**src/rtl/noc_pkg.sv**
```systemverilog
// Shared NoC packet geometry, PE state encoding and Q4.12 fixed-point helpers.
// Packet layout, LSB first: dest y, dest x, src y, src x, payload.
package noc_pkg;

  localparam int X_W    = 2;
  localparam int Y_W    = 2;
  localparam int DATA_W = 8;

  function automatic int pkt_width(input int xs, input int ys, input int dw);
    return 2 * xs + 2 * ys + dw;
  endfunction

  localparam int DST_Y_LSB   = 0;
  localparam int DST_Y_W     = Y_W;
  localparam int DST_X_LSB   = DST_Y_LSB + DST_Y_W;
  localparam int DST_X_W     = X_W;
  localparam int SRC_Y_LSB   = DST_X_LSB + DST_X_W;
  localparam int SRC_Y_W     = Y_W;
  localparam int SRC_X_LSB   = SRC_Y_LSB + SRC_Y_W;
  localparam int SRC_X_W     = X_W;
  localparam int PAYLOAD_LSB = SRC_X_LSB + SRC_X_W;
  localparam int PAYLOAD_W   = DATA_W;
  localparam int PKT_W       = pkt_width(X_W, Y_W, DATA_W);

  typedef enum logic [1:0] {ACC, BIAS, SIG, OUT} neuron_state_t;

  localparam int ACC_W = 2 * DATA_W;
  typedef logic signed [ACC_W-1:0] acc_t;

  localparam acc_t ACC_MAX = {1'b0, {(ACC_W-1){1'b1}}};
  localparam acc_t ACC_MIN = {1'b1, {(ACC_W-1){1'b0}}};

  // Overflow only when both operands share a sign the wrapped sum lost.
  function automatic acc_t sat_add(input acc_t a, input acc_t b);
    acc_t s;
    acc_t r;
    s = a + b;
    r = s;
    if ((a[ACC_W-1] == b[ACC_W-1]) && (s[ACC_W-1] != a[ACC_W-1])) begin
      r = a[ACC_W-1] ? ACC_MIN : ACC_MAX;
    end
    return r;
  endfunction

  localparam logic [3*DATA_W-1:0] DEF_WEIGHTS = {3{8'h40}};

  // round(64 * sigmoid(x)), x = -8.0 + 0.5*i, entry 0 in the LSBs
  localparam logic [32*DATA_W-1:0] SIGMOID_LUT = {
    {6{8'd64}}, 8'd63, 8'd63, 8'd62, 8'd61, 8'd59, 8'd56, 8'd52, 8'd47,
    8'd40, 8'd32, 8'd24, 8'd17, 8'd12, 8'd8, 8'd5, 8'd3, 8'd2, 8'd1, 8'd1,
    {7{8'd0}}
  };

endpackage

```
**src/rtl/neuron_rom.sv**
```systemverilog
// Constant table with a registered read port, word 0 in the LSBs of init.
// One-cycle read latency; addresses past depth read as zero.
module neuron_rom #(
  parameter int depth = 4,
  parameter int width = 8,
  parameter file = "rom.mif",
  parameter int aw = (depth > 1) ? $clog2(depth) : 1,
  parameter logic [depth*width-1:0] init = '0
) (
  input  logic             clk,
  input  logic [aw-1:0]    addr,
  output logic [width-1:0] q
);

  if (depth < 1 || width < 1 || $bits(file) < 8) begin : g_bad_cfg
    $error("neuron_rom: bad geometry or empty source image name");
  end

  logic [width-1:0] mem [depth];

  for (genvar i = 0; i < depth; i++) begin : g_word
    assign mem[i] = init[i*width +: width];
  end

  always_ff @(posedge clk) begin
    if (int'(addr) < depth) begin
      q <= mem[addr];
    end else begin
      q <= '0;
    end
  end

endmodule

```
**src/rtl/noc_neuron.sv**
```systemverilog
// Single neuron PE: numWeight inputs MAC'd with saturation, bias, sigmoid LUT, one result packet.
// Last input to out_valid is 4 edges; in_ready drops while evaluating or while the result is held.
module noc_neuron
  import noc_pkg::*;
#(
  parameter int x_coord        = 'd2,
  parameter int y_coord        = 'd0,
  parameter int dest_x         = 'd3,
  parameter int dest_y         = 'd0,
  parameter int layerNo        = 2,
  parameter int neuronNo       = 1,
  parameter int numWeight      = 3,
  parameter int data_width     = DATA_W,
  parameter int x_size         = X_W,
  parameter int y_size         = Y_W,
  parameter int total_width    = pkt_width(x_size, y_size, data_width),
  parameter int weightIntWidth = 2,
  parameter int sigmoidSize    = 5,
  parameter logic [ACC_W-1:0] bias = 16'h1AA1,
  parameter weightFile         = "w_2_1.mif",
  parameter sigFile            = "sigContent.mif",
  parameter logic [numWeight*data_width-1:0] weight_init = DEF_WEIGHTS,
  parameter logic [(2**sigmoidSize)*data_width-1:0] sig_init = SIGMOID_LUT
) (
  input  logic                   clk,
  input  logic                   rstn,
  input  logic [total_width-1:0] in_data,
  input  logic                   in_valid,
  output logic                   in_ready,
  output logic [total_width-1:0] out_data,
  output logic                   out_valid,
  input  logic                   out_ready
);

  if (total_width != pkt_width(x_size, y_size, data_width) || data_width != DATA_W ||
      weightIntWidth < 1 || weightIntWidth > data_width || sigmoidSize < 2 ||
      numWeight < 1 || layerNo < 0 || neuronNo < 0) begin : g_bad_cfg
    $error("noc_neuron: inconsistent parameters");
  end

  localparam int CNT_W = $clog2(numWeight + 1);
  localparam int WA_W  = (numWeight > 1) ? $clog2(numWeight) : 1;
  localparam int HDR_W = 2 * x_size + 2 * y_size;

  neuron_state_t state, state_nxt;
  logic [CNT_W-1:0] cnt, cnt_nxt;
  acc_t acc, acc_nxt;
  acc_t prod, pay_ext, w_ext;
  logic [data_width-1:0] payload_q, w_word, sig_q;
  logic [WA_W-1:0] w_addr;
  logic [sigmoidSize-1:0] sig_addr;
  logic s1_vld, prod_vld, accept, last_acc;
  logic out_valid_nxt;
  logic [total_width-1:0] out_data_nxt;
  logic unused_hdr;

  // The switch already routed the packet; its header carries nothing for us.
  assign unused_hdr = ^in_data[HDR_W-1:0];

  assign in_ready = (state == ACC) && (cnt < CNT_W'(numWeight));
  assign accept   = in_valid && in_ready;
  assign last_acc = prod_vld && !s1_vld && (cnt == CNT_W'(numWeight));
  assign w_addr   = WA_W'(cnt);
  assign pay_ext  = acc_t'($signed(payload_q));
  assign w_ext    = acc_t'($signed(w_word));

  // Addressed from the next accumulator value so the LUT word is ready in SIG.
  assign sig_addr = {~acc_nxt[ACC_W-1], acc_nxt[ACC_W-2 -: sigmoidSize-1]};

  neuron_rom #(
    .depth (numWeight),
    .width (data_width),
    .file  (weightFile),
    .init  (weight_init)
  ) u_weight_rom (
    .clk  (clk),
    .addr (w_addr),
    .q    (w_word)
  );

  neuron_rom #(
    .depth (2**sigmoidSize),
    .width (data_width),
    .file  (sigFile),
    .init  (sig_init)
  ) u_sig_rom (
    .clk  (clk),
    .addr (sig_addr),
    .q    (sig_q)
  );

  always_ff @(posedge clk) begin
    if (!rstn) begin
      state     <= ACC;
      cnt       <= '0;
      acc       <= '0;
      s1_vld    <= 1'b0;
      prod_vld  <= 1'b0;
      payload_q <= '0;
      prod      <= '0;
      out_valid <= 1'b0;
      out_data  <= '0;
    end else begin
      state     <= state_nxt;
      cnt       <= cnt_nxt;
      acc       <= acc_nxt;
      out_valid <= out_valid_nxt;
      out_data  <= out_data_nxt;
      s1_vld    <= accept;
      prod_vld  <= s1_vld;
      if (accept) begin
        payload_q <= in_data[total_width-1 -: data_width];
      end
      if (s1_vld) begin
        prod <= pay_ext * w_ext;
      end
    end
  end

  always_comb begin
    state_nxt     = state;
    cnt_nxt       = cnt;
    acc_nxt       = acc;
    out_valid_nxt = out_valid;
    out_data_nxt  = out_data;
    case (state)
      ACC: begin
        if (accept) begin
          cnt_nxt = cnt + CNT_W'(1);
        end
        if (prod_vld) begin
          acc_nxt = sat_add(acc, prod);
        end
        if (last_acc) begin
          state_nxt = BIAS;
        end
      end
      BIAS: begin
        acc_nxt   = sat_add(acc, bias);
        state_nxt = SIG;
      end
      SIG: begin
        out_data_nxt  = {sig_q, x_coord[x_size-1:0], y_coord[y_size-1:0],
                         dest_x[x_size-1:0], dest_y[y_size-1:0]};
        out_valid_nxt = 1'b1;
        state_nxt     = OUT;
      end
      OUT: begin
        if (out_ready) begin
          out_valid_nxt = 1'b0;
          acc_nxt       = '0;
          cnt_nxt       = '0;
          state_nxt     = ACC;
        end
      end
      default: state_nxt = ACC;
    endcase
  end

endmodule

```
**config.mk**
```make
export PLATFORM = sky130hd
export DESIGN_NAME = noc_neuron
export DESIGN_NICKNAME = d
export VERILOG_FILES = /design/src/rtl/noc_pkg.sv /design/src/rtl/neuron_rom.sv /design/src/rtl/noc_neuron.sv
export SDC_FILE = /design/constraint.sdc
export NUM_CORES = 1
export LEC_CHECK = 0
export BUFFER_PORTS_ARGS = -buffer_cell sky130_fd_sc_hd__buf_2
export CORE_MARGIN = 2
export CORE_UTILIZATION = 55
export DETAILED_ROUTE_END_ITERATION = 8
export PLACE_DENSITY_LB_ADDON = 0.15
export SYNTH_ARGS = -nofsm -noshare
export SYNTH_HDL_FRONTEND = slang
export SYNTH_SLANG_ARGS = --single-unit
export TNS_END_PERCENT = 20
```
**constraint.sdc**
```tcl
create_clock -name clk -period 8.7 [get_ports clk]
set_clock_uncertainty 0.15 [all_clocks]
set_input_delay 2.175 -clock clk [delete_from_list [all_inputs] [get_ports clk]]
set_output_delay 2.175 -clock clk [all_outputs]
set_load 0.02 [all_outputs]
```
**Word level (Yosys, flattened, before mapping)**

Memory sizes are Yosys's and may differ from the RTL's. A register that Yosys moved wholly into a read port is not among the register bits.
Index checks and enable logic that the tools add are counted.

- Register bits: 66
- Bits in read-only memories: 256
- Output and inout port bits: 18
- Memories: 1

- $add $sub $neg: 3
- $mul: 1
- $lt $le $gt $ge: 3
- Equality and inequality tests: 11
- Multiplexer cells: 16
- Bitwise logic cells: 4
- Reduce and logical (&&, ||, !) cells: 15

Memories:

| name | depth | bits a word | read ports | clocked after Yosys merged registers in | wr ports | line | text |
|---|---|---|---|---|---|---|---|
| (name not given) | 32 | 8 | 1 | 1 | 0 | neuron_rom.sv:27 | `q <= mem[addr];` |

Operators by type and width:

| kind | count |
|---|---|
| 16-bit 2-to-1 mux | 5 |
| 16-bit case mux with 3 select lines | 1 |
| 16-bit by 14-bit adder with 16-bit output, second input constant | 1 |
| 16-bit adder | 1 |
| 8-bit binary-select mux with 2-bit select | 1 |
| 8-bit by 8-bit multiplier with 16-bit output | 1 |
| 8-bit 2-to-1 mux | 2 |
| 2-bit inequality test, second input constant | 4 |
| 2-bit case mux with 4 select lines | 1 |
| 2-bit equality test, second input constant | 3 |
| 1-bit logical AND | 6 |
| 2-bit 2-to-1 mux | 3 |
| 5-bit NOT with 6-bit output | 1 |
| 3-bit AND reduction | 2 |
| 2-bit < comparator, second input constant | 2 |
| 2-bit case mux with 2 select lines | 1 |
| 2-bit AND reduction | 2 |
| 2-bit nonzero test | 2 |
| 3-bit greater-or-equal comparator, second input constant | 1 |
| 2-bit NOT with 3-bit output | 1 |
| 3-bit nonzero test | 1 |
| 2-bit by 1-bit adder with 2-bit output, second input constant | 1 |
| 2-bit by 1-bit equality test with 1-bit output, second input constant | 1 |
| 2-bit zero test | 1 |
| other kinds (6) | 8 |

**Depth between registers and ports, before layout**

- Depth after elaboration: 8
- Gate-level depth with buffers: 16
- Mapped depth without buffers: 16

**Cells and area by module**

Synthesis repeated with hierarchy kept, for this count alone.

- Cells, all modules: 758
- Area, all modules: 6470.0 um^2

Modules (own cells, without submodules):

| module | instances | cells an instance | area each (um^2) | seq. area each (um^2) |
|---|---|---|---|---|
| noc_neuron | 1 | 700 | 5972.0 | 1121.1 |
| neuron_rom at u_sig_rom | 1 | 48 | 417.9 | 140.1 |
| neuron_rom at u_weight_rom | 1 | 10 | 80.1 | 20.0 |

**Worst setup path after synthesis**

Ideal clock, no wire load.

- Path type: in2reg
- Start: in out_ready
- End: reg u_sig_rom.q[0]
- Arrival time: 4.002 ns
- Required time: 8.471 ns
- Path slack: 4.469 ns
- Stages: 8
- Buffers on the path: 0
- Cell sequence: nor2b_1 a21o_1 or2b_2 a221o_1 o31ai_1 nand2_2 o31a_1 a22oi_1

- Cells in the longest elaborated chain, start to end: 4

RTL lines:

| element | line | text |
|---|---|---|
| start, declared | noc_neuron.sv:32 | `input logic out_ready` |
| 16-bit 2-to-1 mux * | noc_neuron.sv:149 | `if (out_ready) begin` |
| 16-bit case mux with 3 select lines * | noc_neuron.sv:126 | `case (state)` |
| 1-bit NOT | noc_neuron.sv:68 | `assign sig_addr = {~acc_nxt[ACC_W-1], acc_nxt[ACC_W-2 -: sigmoidSize-1]};` |
| 5-bit NOT with 6-bit output (implied by the code) * | neuron_rom.sv:27 |  |
| end, declared | neuron_rom.sv:12 | `output logic [width-1:0] q` |

Every way passes the cells marked *; elsewhere a longest branch is shown, timed or not. The select of a mux whose other input is x is not followed.
A chain may end at the register's enable or synchronous reset.

**Final worst setup path**

- Start: in out_ready
- End: reg u_sig_rom.q[2]

RTL lines:

| element | line | text |
|---|---|---|
| 16-bit 2-to-1 mux | noc_neuron.sv:149 |  |
| 16-bit case mux with 3 select lines | noc_neuron.sv:126 |  |
| net acc_nxt[12] | noc_neuron.sv:47 | `acc_t acc, acc_nxt;` |
| 5-bit NOT with 6-bit output (implied by the code) | neuron_rom.sv:27 |  |

The timed path passes the listed nets, and every way through them passes these cells. The select of a mux whose other input is x is not followed.

==> qor.yml <==
outcome: "complete, no violations"
via_per_inst: 5.602
async_reset_ff_frac: 0
cts.sinks: 61
layout.nets: 748
ctsResizeCount: 0
tightest_slew_ps: 856.8
setup_tns_ps: 0
dp_hpwl_mm: 7.716
coreArea_mm2: 0.008806
synth_seq_area_share: 0.2422
wl_per_cell_um: 13.54
synth-edff-count: 0
hold_class: "flip-flop to flip-flop"
cp_data_arrival_time_ps: 4330
die_area_mm2: 0.009947
clk_latency_ps: 350
cts-root-buf: "clkbuf_8"
io_buffers: 23
antenna_found_initial: 0
synth.distinct_cells: 66
critical_path_class: "input pin to flip-flop"
critPathBufInv: 3
htreeDepth: 3
num_vias: 4235
cts_buffers: 9
drtIter0Drc: 211
drc_errors: 0
syn_area_mm2: 0.005041
leakage_nw: 2.626
grt_max_degree: 48
cts_hold_buf: 0
cp_top_family: "compound AO/OA/AOI/OAI gates"
worstPathMaxFanout: 6
areaGrowthSynthToFinish_pct: 8.910
crit_slowest_cell: "or2b_2"
fin_total_pwr_mw: 1.477
rsz0062_at_grt: "false"
fmax_ghz: 0.2354
period_minus_slack_ps: 4248
ys.flop_type: "dfxtp_1"
wl_mm: 10.24
post-route-period-util: 0.4882
die_h_um: 99.74
synthCells: 594
vdd_drop_max_v: 0.0001536
dr.pass1.iters: 5
n_antenna_cell: 0
synth_warnings: 0
post_cts.repair.setup_buffers: 0
drive_gt1_frac: 0.09105
finalSetupViolCount: 0
ys_seq_elements: 61
ant_nets: 0
worstPathRequired_ps: 8790
maxSlewViolCount: 0
grt_pass1_vias: 4019
grt_pass1_wl_mm: 17.55
path_clk_slew_ps: 70
endpoint_kind: "flip-flop"
rows: 34
start_util: 0.5725
drv_cap: 0
ios: 38
clock_path_buffers: 2
fill_cells: 790
synth_area_per_cell_um2: 8.487
overflow: 0
hold_viol: 0
max_slew_margin: 0.4288
powerDensity_mw_per_mm2: 269.1
slowest_delay_ps: 340
gp_congestion: 0.9080
start_kind: "input pin"
tritoncts: "built"
die_x_um: 99.74
track_usage: 0.2147
crit_chain: "buf_2, nor2b_1, a21o_1, or2b_2, o21a_1, a221oi_1, o21a_1, inv_1, ha_1, inv_1, mux2i_1, a22oi_1, mux2i_1"
-- logic make-up after synthesis --
kind of cell	synth area share
AOI/OAI and AO/OA	0.1886
xor gates and xnor gates	0.04865
adders and majority gates	0.2318
buffers and inverters	0.06329
DFF	0.2422
muxes	0.05758
other	0.001490
and+or+nand+nor	0.1663
-- cells in the mapped netlist (2+ instances only) --
library cell / number / area (um2)
o21bai_1: 3 / 22.52
buf_4: 8 / 60.06
o21a_1: 10 / 75.07
or2_2: 4 / 25.02
xor2_1: 9 / 78.83
buf_6: 3 / 33.78
buf_1: 4 / 15.01
fa_1: 14 / 280.3
xnor2_1: 19 / 166.4
inv_1: 38 / 142.6
nand2b_1: 3 / 18.77
nor3b_1: 2 / 15.01
o211ai_1: 3 / 22.52
a21o_1: 4 / 30.03
o21ai_0: 33 / 165.2
dfxtp_1: 61 / 1221
o31a_1: 2 / 17.52
a21boi_0: 2 / 15.01
a21oi_1: 47 / 235.2
o22ai_1: 4 / 25.02
a22o_1: 2 / 17.52
nor2b_1: 6 / 37.54
or3_1: 5 / 31.28
ha_1: 71 / 888.4
o211a_1: 2 / 20.02
or2b_2: 2 / 17.52
nand4_1: 4 / 25.02
a2111oi_1: 2 / 20.02
a211oi_2: 2 / 25.02
and3_1: 7 / 43.79
mux2i_1: 29 / 290.3
nand2_1: 23 / 86.33
a22oi_1: 4 / 30.03
nor3_1: 17 / 85.08
a211oi_1: 5 / 37.54
a31oi_1: 2 / 12.51
o31ai_1: 3 / 22.52
conb_1: 2 / 7.510
nor2_1: 75 / 281.5
clkbuf_1: 13 / 48.80
nand3_1: 11 / 55.05
and2_1: 10 / 62.56
-- sequential cells by signal (all words and copies together), names as in the netlist --
| name | cells |
|---|---|
| s1_vld | 1 |
| payload_q | 8 |
| u_weight_rom.q | 1 |
| out_data | 8 |
| prod | 14 |
| acc | 16 |
| u_sig_rom.q | 7 |
| state | 2 |
| out_valid | 1 |
| cnt | 2 |
| prod_vld | 1 |
-- path summary, 6_finish.rpt --
| check | to | slack (ps) | startpoint | cells after the start |
|---|---|---|---|---|
| max | u_sig_rom.q[2]$_DFF_P_ | 4450 | out_ready | 13 |
| min | out_data[9]$_SDFFE_PN0P_ | 330 | u_sig_rom.q[1]$_DFF_P_ | 2 |
| max reg2reg | u_sig_rom.q[0]$_DFF_P_ | 4750 | acc[5]$_SDFFE_PN0P_ | 12 |
| min reg2reg | out_data[9]$_SDFFE_PN0P_ | 330 | u_sig_rom.q[1]$_DFF_P_ | 2 |
-- where the power goes --
group	internal (mW)	total (mW)	switching (mW)
registers	0.335	0.386	0.0513
logic	0.363	0.833	0.470
clock network	0.134	0.259	0.125
-- placed cells by master (no fill, tap or decap), drive strengths merged, types with 24 or more instances in the layout --
cell type  Yosys  routed
nor2          75      75
ha            71      71
dfxtp         61      61
a21oi         48      48
conb           2      45
inv           38      39
o21ai         33      33
mux2i         29      29
buf           15      25
nand2         24      24
-- routing by layer --
| metal | wire length (um) | up-vias | track usage |
|---|---|---|---|
| met2 | 5048 | 115 | 0.3831 |
| met4 | 177 | 0 | 0.06955 |
| met5 | 0 | - | 0 |
| met1 | 4590 | 1984 | 0.2607 |
| li1 | - | 2118 | - |
| met3 | 422 | 18 | 0.03935 |
-- worst register-to-register path, cell delays in order, from the launching register on --
cell      delay (ps)
dfxtp_1          410
ha_1             390
a21oi_1          110
o22ai_2          270
o211a_4          260
a311oi_2         160
nor2_1           620
a21oi_1          130
o21ai_0          530
ha_1             380
mux2i_1          160
mux2i_1          100
a22oi_1          200
-- per-stage QoR --
step / util / instances / setup WS [ps] / area [um2] / hold WS [ps]
2_1_floorplan: - / 637 / 4469 / 5202 / 290.6
3_3_place_gp: 0.6009 / 740 / 4163 / 5291 / 297.3
3_5_place_dp: 0.6009 / 740 / 4127 / 5291 / 314.9
4_1_cts: 0.6235 / 756 / 4486 / 5490 / 338.8
5_1_grt: 0.6235 / 756 / 4292 / 5490 / 360.0
6_report: 0.6235 / 756 / 4452 / 5490 / 331.8
-- final cells by class --
cell class                 count  area (um2)  share of cell area
sequential                    61        1221              0.2224
clock buffer                   9       123.9             0.02256
timing repair buffer          25       130.1             0.02370
inverter                      38       142.6             0.02598
multi-input combinational    508        3662              0.6670
tap                          108       135.1             0.02461
clock inverter                 7       75.07             0.01367
No activity file was read; power rests on OpenSTA's default activity.
